[src/rtl/pulse_stretcher.sv]
// -----------------------------------------------------------------------------
// pulse_stretcher
//
// Turns single-cycle event strobes into a slow, human-visible level. Each
// event produces one high period of ON_CYCLES clocks, followed by a low gap of
// at least GAP_CYCLES clocks. Events that arrive while the output is busy are
// counted in a saturating pending counter and replayed one after another.
//
// Optional feature (compile-time macro PULSE_STRETCHER_RETRIGGER_EN):
//   defined   - a pulse during ON restarts the high period instead of queuing
//   undefined - a pulse during ON is queued like a pulse during GAP
//
// Parameters:
//   ON_CYCLES    high time per event in clk cycles (>= 1)
//   GAP_CYCLES   minimum low time after each high period (>= 1)
//   PEND_W       width of the pending-event counter (saturating)
//
// Ports:
//   clk            system clock
//   rst_n          asynchronous active-low reset
//   pulse_in       event strobe; every high cycle is one event
//   overflow_clr   synchronous clear of overflow (a same-cycle set wins)
//   stretched_out  registered indicator output
//   busy           high while in ON or GAP
//   pending        queued events not yet shown
//   overflow       sticky flag: an event was dropped at saturation
// -----------------------------------------------------------------------------
module pulse_stretcher #(
  parameter int ON_CYCLES  = 256,
  parameter int GAP_CYCLES = 256,
  parameter int PEND_W     = 3
) (
  input  logic              clk,
  input  logic              rst_n,
  input  logic              pulse_in,
  input  logic              overflow_clr,
  output logic              stretched_out,
  output logic              busy,
  output logic [PEND_W-1:0] pending,
  output logic              overflow
);

  localparam int MAX_CYC = (ON_CYCLES > GAP_CYCLES) ? ON_CYCLES : GAP_CYCLES;
  localparam int CNT_W   = (MAX_CYC > 1) ? $clog2(MAX_CYC) : 1;

  localparam logic [CNT_W-1:0]  ON_LAST   = CNT_W'(ON_CYCLES - 1);
  localparam logic [CNT_W-1:0]  GAP_LAST  = CNT_W'(GAP_CYCLES - 1);
  localparam logic [PEND_W-1:0] PEND_MAX  = {PEND_W{1'b1}};

  localparam logic [1:0] ST_IDLE = 2'd0;
  localparam logic [1:0] ST_ON   = 2'd1;
  localparam logic [1:0] ST_GAP  = 2'd2;

  logic [1:0]        state;
  logic [1:0]        state_nxt;
  logic [CNT_W-1:0]  cnt;
  logic [CNT_W-1:0]  cnt_nxt;
  logic [PEND_W-1:0] pend_nxt;
  logic              ovf_nxt;
  logic              pend_inc;
  logic              pend_dec;
  logic              ovf_evt;

  // Next-state, phase counter and queue bookkeeping
  always_comb begin
    state_nxt = state;
    cnt_nxt   = cnt + CNT_W'(1);
    pend_inc  = 1'b0;
    pend_dec  = 1'b0;

    case (state)
      ST_IDLE: begin
        cnt_nxt = '0;
        if (pulse_in) begin
          state_nxt = ST_ON;
        end
      end

      ST_ON: begin
        if (cnt == ON_LAST) begin
          state_nxt = ST_GAP;
          cnt_nxt   = '0;
        end
`ifdef PULSE_STRETCHER_RETRIGGER_EN
        // Retrigger overrides the ON->GAP exit, even on the last ON cycle.
        if (pulse_in) begin
          state_nxt = ST_ON;
          cnt_nxt   = '0;
        end
`else
        pend_inc = pulse_in;
`endif
      end

      ST_GAP: begin
        if (cnt == GAP_LAST) begin
          cnt_nxt = '0;
          if (pending != '0) begin
            // Replay a queued event; a pulse arriving now takes its place in
            // the queue, so the two updates cancel below.
            state_nxt = ST_ON;
            pend_dec  = 1'b1;
            pend_inc  = pulse_in;
          end else if (pulse_in) begin
            state_nxt = ST_ON;
          end else begin
            state_nxt = ST_IDLE;
          end
        end else begin
          pend_inc = pulse_in;
        end
      end

      default: begin
        state_nxt = ST_IDLE;
        cnt_nxt   = '0;
      end
    endcase

    // A queued pulse is only dropped when it has nowhere to go.
    ovf_evt  = 1'b0;
    pend_nxt = pending;
    if (pend_inc && !pend_dec) begin
      if (pending == PEND_MAX) begin
        ovf_evt = 1'b1;
      end else begin
        pend_nxt = pending + PEND_W'(1);
      end
    end else if (pend_dec && !pend_inc) begin
      pend_nxt = pending - PEND_W'(1);
    end

    if (ovf_evt) begin
      ovf_nxt = 1'b1;
    end else if (overflow_clr) begin
      ovf_nxt = 1'b0;
    end else begin
      ovf_nxt = overflow;
    end
  end

  // State and registered outputs; outputs are derived from the next state so
  // they change on the same edge as the FSM.
  always_ff @(posedge clk or negedge rst_n) begin
    if (!rst_n) begin
      state         <= ST_IDLE;
      cnt           <= '0;
      pending       <= '0;
      overflow      <= 1'b0;
      stretched_out <= 1'b0;
      busy          <= 1'b0;
    end else begin
      state         <= state_nxt;
      cnt           <= cnt_nxt;
      pending       <= pend_nxt;
      overflow      <= ovf_nxt;
      stretched_out <= (state_nxt == ST_ON);
      busy          <= (state_nxt != ST_IDLE);
    end
  end

endmodule

[config.mk]
export PLATFORM = sky130hd
export DESIGN_NAME = pulse_stretcher
export DESIGN_NICKNAME = d
export VERILOG_FILES = /design/src/rtl/pulse_stretcher.sv
export SDC_FILE = /design/constraint.sdc
export NUM_CORES = 1
export LEC_CHECK = 0
export CELL_PAD_IN_SITES_DETAIL_PLACEMENT = 0
export CELL_PAD_IN_SITES_GLOBAL_PLACEMENT = 1
export CORE_ASPECT_RATIO = 1.25
export CORE_MARGIN = 3
export CORE_UTILIZATION = 41
export DETAILED_ROUTE_END_ITERATION = 12
export DONT_BUFFER_PORTS = 1
export GPL_TIMING_DRIVEN = 1
export PLACE_DENSITY = 0.8
export SYNTH_ARGS = -nofsm -noshare
export SYNTH_HDL_FRONTEND = slang
export SYNTH_SLANG_ARGS = --single-unit
[constraint.sdc]
create_clock -name clk -period 3 [get_ports clk]
set_input_delay 0.3 -clock clk [delete_from_list [all_inputs] [get_ports clk]]
set_output_delay 0.3 -clock clk [all_outputs]
set_load 0.005 [all_outputs]
# --- Word level (Yosys, flattened, before mapping) ---
# Index checks and enable logic that the tools add are counted.
totals:
  ff_bits: 16
  output_inout_bits: 6
  elab_cells: 47
op_classes:
  add_sub_neg: 3
  eq_ne: 6
  muxes: 21
  reduce_logical: 11
ops:
  columns: ["operator", "count"]
  rows:
  - ["$mux 8", 2]
  - ["$mux 1", 11]
  - ["$mux 3", 3]
  - ["$add 8x1->8 const B", 1]
  - ["$eq 8x8->1 const B", 1]
  - ["$mux 2", 3]
  - ["$pmux 2 s3", 1]
  - ["$reduce_bool 2->1", 3]
  - ["$eq 2x1->1 const B", 2]
  - ["$add 3x1->3 const B", 1]
  - ["$eq 3x3->1 const B", 1]
  - ["$reduce_bool 3->1", 1]
  - ["$sub 3x1->3 const B", 1]
  - ["$eq 2x2->1 const B", 1]
  - ["$logic_and 1x1->1", 2]
  - ["$logic_not 1->1", 2]
  - ["$logic_not 2->1", 1]
  - ["$ne 2x2->1 const B", 1]
  - ["$pmux 1 s2", 1]
  - ["$reduce_and 2->1", 1]
  - ["$reduce_or 2->1", 1]

# --- Depth between registers and ports, before layout ---
depth:
  depth_word: 8
  mapped_depth: 10
  ltp_nobuf: 10

# --- Least setup slack after synthesis ---
# No wires, ideal clock.
synth_path:
  kind: "reg-to-reg"
  start: "register pending[0]"
  end: "register pending[2]"
  setup_time_ps: 129
  arrival_time_ps: 1953
  path_slack_ps: 918
  path_stages_with_launch: 8
  n_path_buf: 0
  period_less_slack_ps: 2082
  cell_sequence: "dfrtp_1 o31ai_1 nand2_1 a21oi_1 inv_1 fa_1 a211oi_1 a21oi_2"
synth_between:
  elab_chain_cells: 8
  elab_cells_between_ends: 20
  classes_between: "add/sub (2); eq/ne (2); mux (9); reduce/logical (7)"
synth_lines:
  columns: ["element", "line", "rtl"]
  rows:
  - ["start, declared", "39", "output logic [PEND_W-1:0] pending,"]
  - ["start signal, assigned", "155", "pending <= pend_nxt;"]
  - ["$reduce_bool 3->1", "98", "if (pending != '0) begin"]
  - ["$mux 1", "98", null]
  - ["$mux 1", "96", "if (cnt == GAP_LAST) begin"]
  - ["$pmux 1 s2 / $mux 1 (equally long branches)", "71", "case (state)"]
  - ["$logic_not 1->1 (on tied branches)", "129, 123", null]
  - ["$logic_and 1x1->1 (on tied branches)", "129, 123", null]
  - ["$reduce_bool 2->1 (no line) / $ne 2x2->1 (equally long branches)", null, null]
  - ["$reduce_and 2->1 (no line)", null, null]
# Several ways; a longest one is shown, not always the timed one. The select of a mux whose other input is x is not followed.
# A chain may end at the register's enable or synchronous reset.

# --- Worst setup path after layout ---
# Ends and elaborated chain as after synthesis.

==> out/metrics.sh <==
CRIT_ARRIVAL_NS=2.48
PLACED_AREA_UM2=896
PATH_CLK_SLEW_NS=0.09
PLACED_CELLS=108
YOSYS.CELL_COUNT.TOP_TYPE='dfrtp_1'
DETAIL_ROUTE_ANTENNA_NETS=0
NUM_ANTENNA_CELLS=0
CRIT_PATH_END_KIND='register'
PERIOD_SHARE=0.775
MET2_WIRELENGTH_UM=756
DRC=0
YS_TOP_CELLS_BY_AREA='dfrtp_1 46%, ha_1 7.2%, nand2_1 4.7%'
FINAL_LAYOUT_SIZE_SUFFIX_GT1_FRAC=0.109
WORST-ENDPOINT-REQUIRED_NS=3.15
CTS_ROOT_BUFFER='clkbuf_4'
PLACE.PORT_BUFFERS=0
CTS_RESIZED=0
H-TREE-DEPTH=1
DP_SLACK_NS=0.704
SYNTH-WARNING-COUNT=0
INITIALDRTVIOLATIONCOUNT=23
YOSYS_TOP_CELL_AREA_SHARE=0.460
PEAKVDDDROP_V=0.000201
TRITONCTS_NUM_SINKS=16
TOP_METAL_LAYER_CARRYING_ROUTED_SIGNALS='met4'
DIE_HEIGHT_UM=57.5
POSTSYNTHREGISTERBITS=16
CRIT_TYPE='reg2reg'
SIGNED_AREA_CHANGE_FROM_THE_SYNTHESIZED_NETLIST_TO_THE_FINAL_LAYOUT_PCT=6.61
POWER.STATIC_LEAKAGE_nW=0.413
SYNTHESIS.INSTANCES=88
FINISH.INSTANCE_AREA_UM2=928
POST_SYNTH_EDFFS=0
ROWS=18
NUM_VIAS=655
POST_SYNTH_NUM_CELL_TYPES=31
DIE_W_UM=47.2
SYNTHESIS.AREA_UM2=871
VIASPERCELL=5.85
CTS_MAX_PATH_BUFFERS=2
FINALCRITICALPERIOD_NS=2.33
FMAX_GHz=0.430
CLKLATENCYLATEPIN_NS=0.27
FLOORPLAN.DIE_AREA_UM2=2720
POWER_DENSITY_nW_PER_UM2=358
ROUTED_WIRELENGTH_UM=1480
DESIGN.PORTCOUNT=10
TNS_NS=0
SYNTH_COMMONEST_CELLS='16 x dfrtp_1, 11 x nand2_1, 7 x o21ai_0'
TIMING.FINAL.SETUP_VIOLATIONS=0
DESIGN.FINAL.NETS=104
GRT_PASS1_WL_UM=2590
START_KIND='register'
FINAL_CELLS=112
HPWLAFTERDP_UM=1150
SHARE_OF_THE_YOSYS_CHIP_AREA_BELONGING_TO_REGISTERS=0.460
STORAGE_ELEMENT_AREA_UM2=400
SETUP_WS_NS=0.675
NFILLCELLS=182
SYNTH.AVG_CELL_AREA_UM2=9.90
WORST_CLOCK_SKEW_NS=0.00581
TIGHTEST_SLEW_NS=0.708
SYNTH_AREA_LEADER_CELL='dfrtp_1'
FIRSTDRTPASSITERS=4
TOTAL_CONGESTION_OVERFLOW=0
MAX_CAP_VIOL_COUNT=0
CTS_TREE='built'
TIMING.SLEW.HEADROOM=0.526
AREA_TAKEN_BY_MULTI_INPUT_LOGIC_GATES_UM2=452
GRT_UTIL_ALL_LAYERS=0.131
ASYNCSETRESETFLOPFRACSYNTH=1.00
NUM_CTS_BUFFERS=3
TYPE_OF_THE_MOST_CRITICAL_HOLD_PATH='in2reg'
VIA_COUNT_OF_THE_FIRST_GLOBAL_ROUTING_PASS=646
DRT-MET1-WL_UM=663
GRT_START_MAX_NET_PINS=17
ROUTE.MET3.WL_UM=43
CRITPATHMAXFANOUT=9
GLOBALPLACE.CONGESTION=0.784
POSTLAYOUTCOREUTIL=0.463
FINAL_HOLD_VIOL_COUNT=0
STATUS='finished, final reports clean'
FLOORPLAN.INITIALDENSITY=0.434
GRT_ANTENNA_BEFORE_REPAIR=0
NUMBER_OF_SETUP_BUFFERS_ADDED_AFTER_CTS=0
SYN-NUM-NETS=98
ROUTED_WIRE_LENGTH_PER_INSTANCE_UM=13.2
FINAL-MAX-SLEW-VIOLATION-COUNT=0
UNREPAIRED_SETUP_ENDPOINTS_AFTER_GLOBAL_ROUTING='false'
SYNTH_FF_TYPE='dfrtp_1'
CORE-AREA_UM2=2000
[path summary, 6_finish.rpt]
check | startpoint | to | slack [ns] | depth (start not counted)
max in group asynchronous | rst_n | overflow | 2.04 | 1
min | overflow_clr | overflow | 0.14 | 1
max reg2reg | pending[0] | pending[2] | 0.67 | 7
min in group asynchronous | rst_n | cnt[2] | 0.51 | 1
max | pending[0] | pending[2] | 0.67 | 7
min reg2reg | cnt[0] | cnt[0] | 0.48 | 1
[cell type report]
| class | instances | area share |
|---|---|---|
| Multi-Input combinational cell | 67 | 0.487 |
| Sequential cell | 16 | 0.431 |
| Tap cell | 20 | 0.0270 |
| Clock buffer | 3 | 0.0243 |
| Inverter | 5 | 0.0202 |
| Timing Repair Buffer | 1 | 0.0108 |
[worst max-delay path, cell delays in order, from the launching register on]
cell      delay (ns)
dfrtp_1         0.49
o31ai_1         0.36
nand2_1         0.09
a21oi_1         0.29
inv_1           0.16
fa_1            0.47
a211oi_1        0.29
a21oi_2         0.05
[metal layers]
layer  global-route usage  vias up
li1                     -      318
met1                0.158      327
met2                0.205        8
met3               0.0347        2
met4               0.0711        0
met5                    0        -
[placed cells by master, fill, tap and decap left out, drive strengths merged, types with 2 or more instances in the layout]
master,count
ha,5
a21oi,5
nor2,7
clkbuf,3
dfrtp,16
inv,5
and3,3
nand3,5
and2,4
o21ai,8
xor2,3
xnor2,2
nand2,11
[through the flow]
step	power (mW)	hold WS, ns
5_1_grt	0.354	0.128
4_1_cts	0.338	0.132
3_5_place_dp	0.226	0.00484
3_3_place_gp	0.226	0.00486
6_report	0.332	0.137
2_1_floorplan	0.225	0.00441
[kinds of logic (layout without fill, tap and decap cells)]
family          Yosys count  after routing  synth area share
buf+inv                   5              9            0.0216
flops                    16             16             0.460
compound gates           21             21             0.149
simple gates             35             35             0.224
fa+ha+maj                 6              6            0.0948
xor+xnor                  5              5            0.0503
[state kept, by name, indices dropped and copies added, names as in the netlist]
signal         cells
cnt                8
pending            3
state              2
busy               1
overflow           1
stretched_out      1
[power by group]
group | switching, mW | leakage (nW) | total, mW | internal, mW
clock network | 0.0597 | 0.0138 | 0.106 | 0.0464
registers | 0.000643 | 0.175 | 0.217 | 0.216
logic | 0.00677 | 0.225 | 0.00912 | 0.00235
total | 0.0671 | 0.413 | 0.332 | 0.265
[what timing repair did]
action,CTS,global route
hold buffers,1,0
setup endpoints to repair,0,0
endpoints found under the hold margin,16,0
No activity file was read; power rests on OpenSTA's default activity.
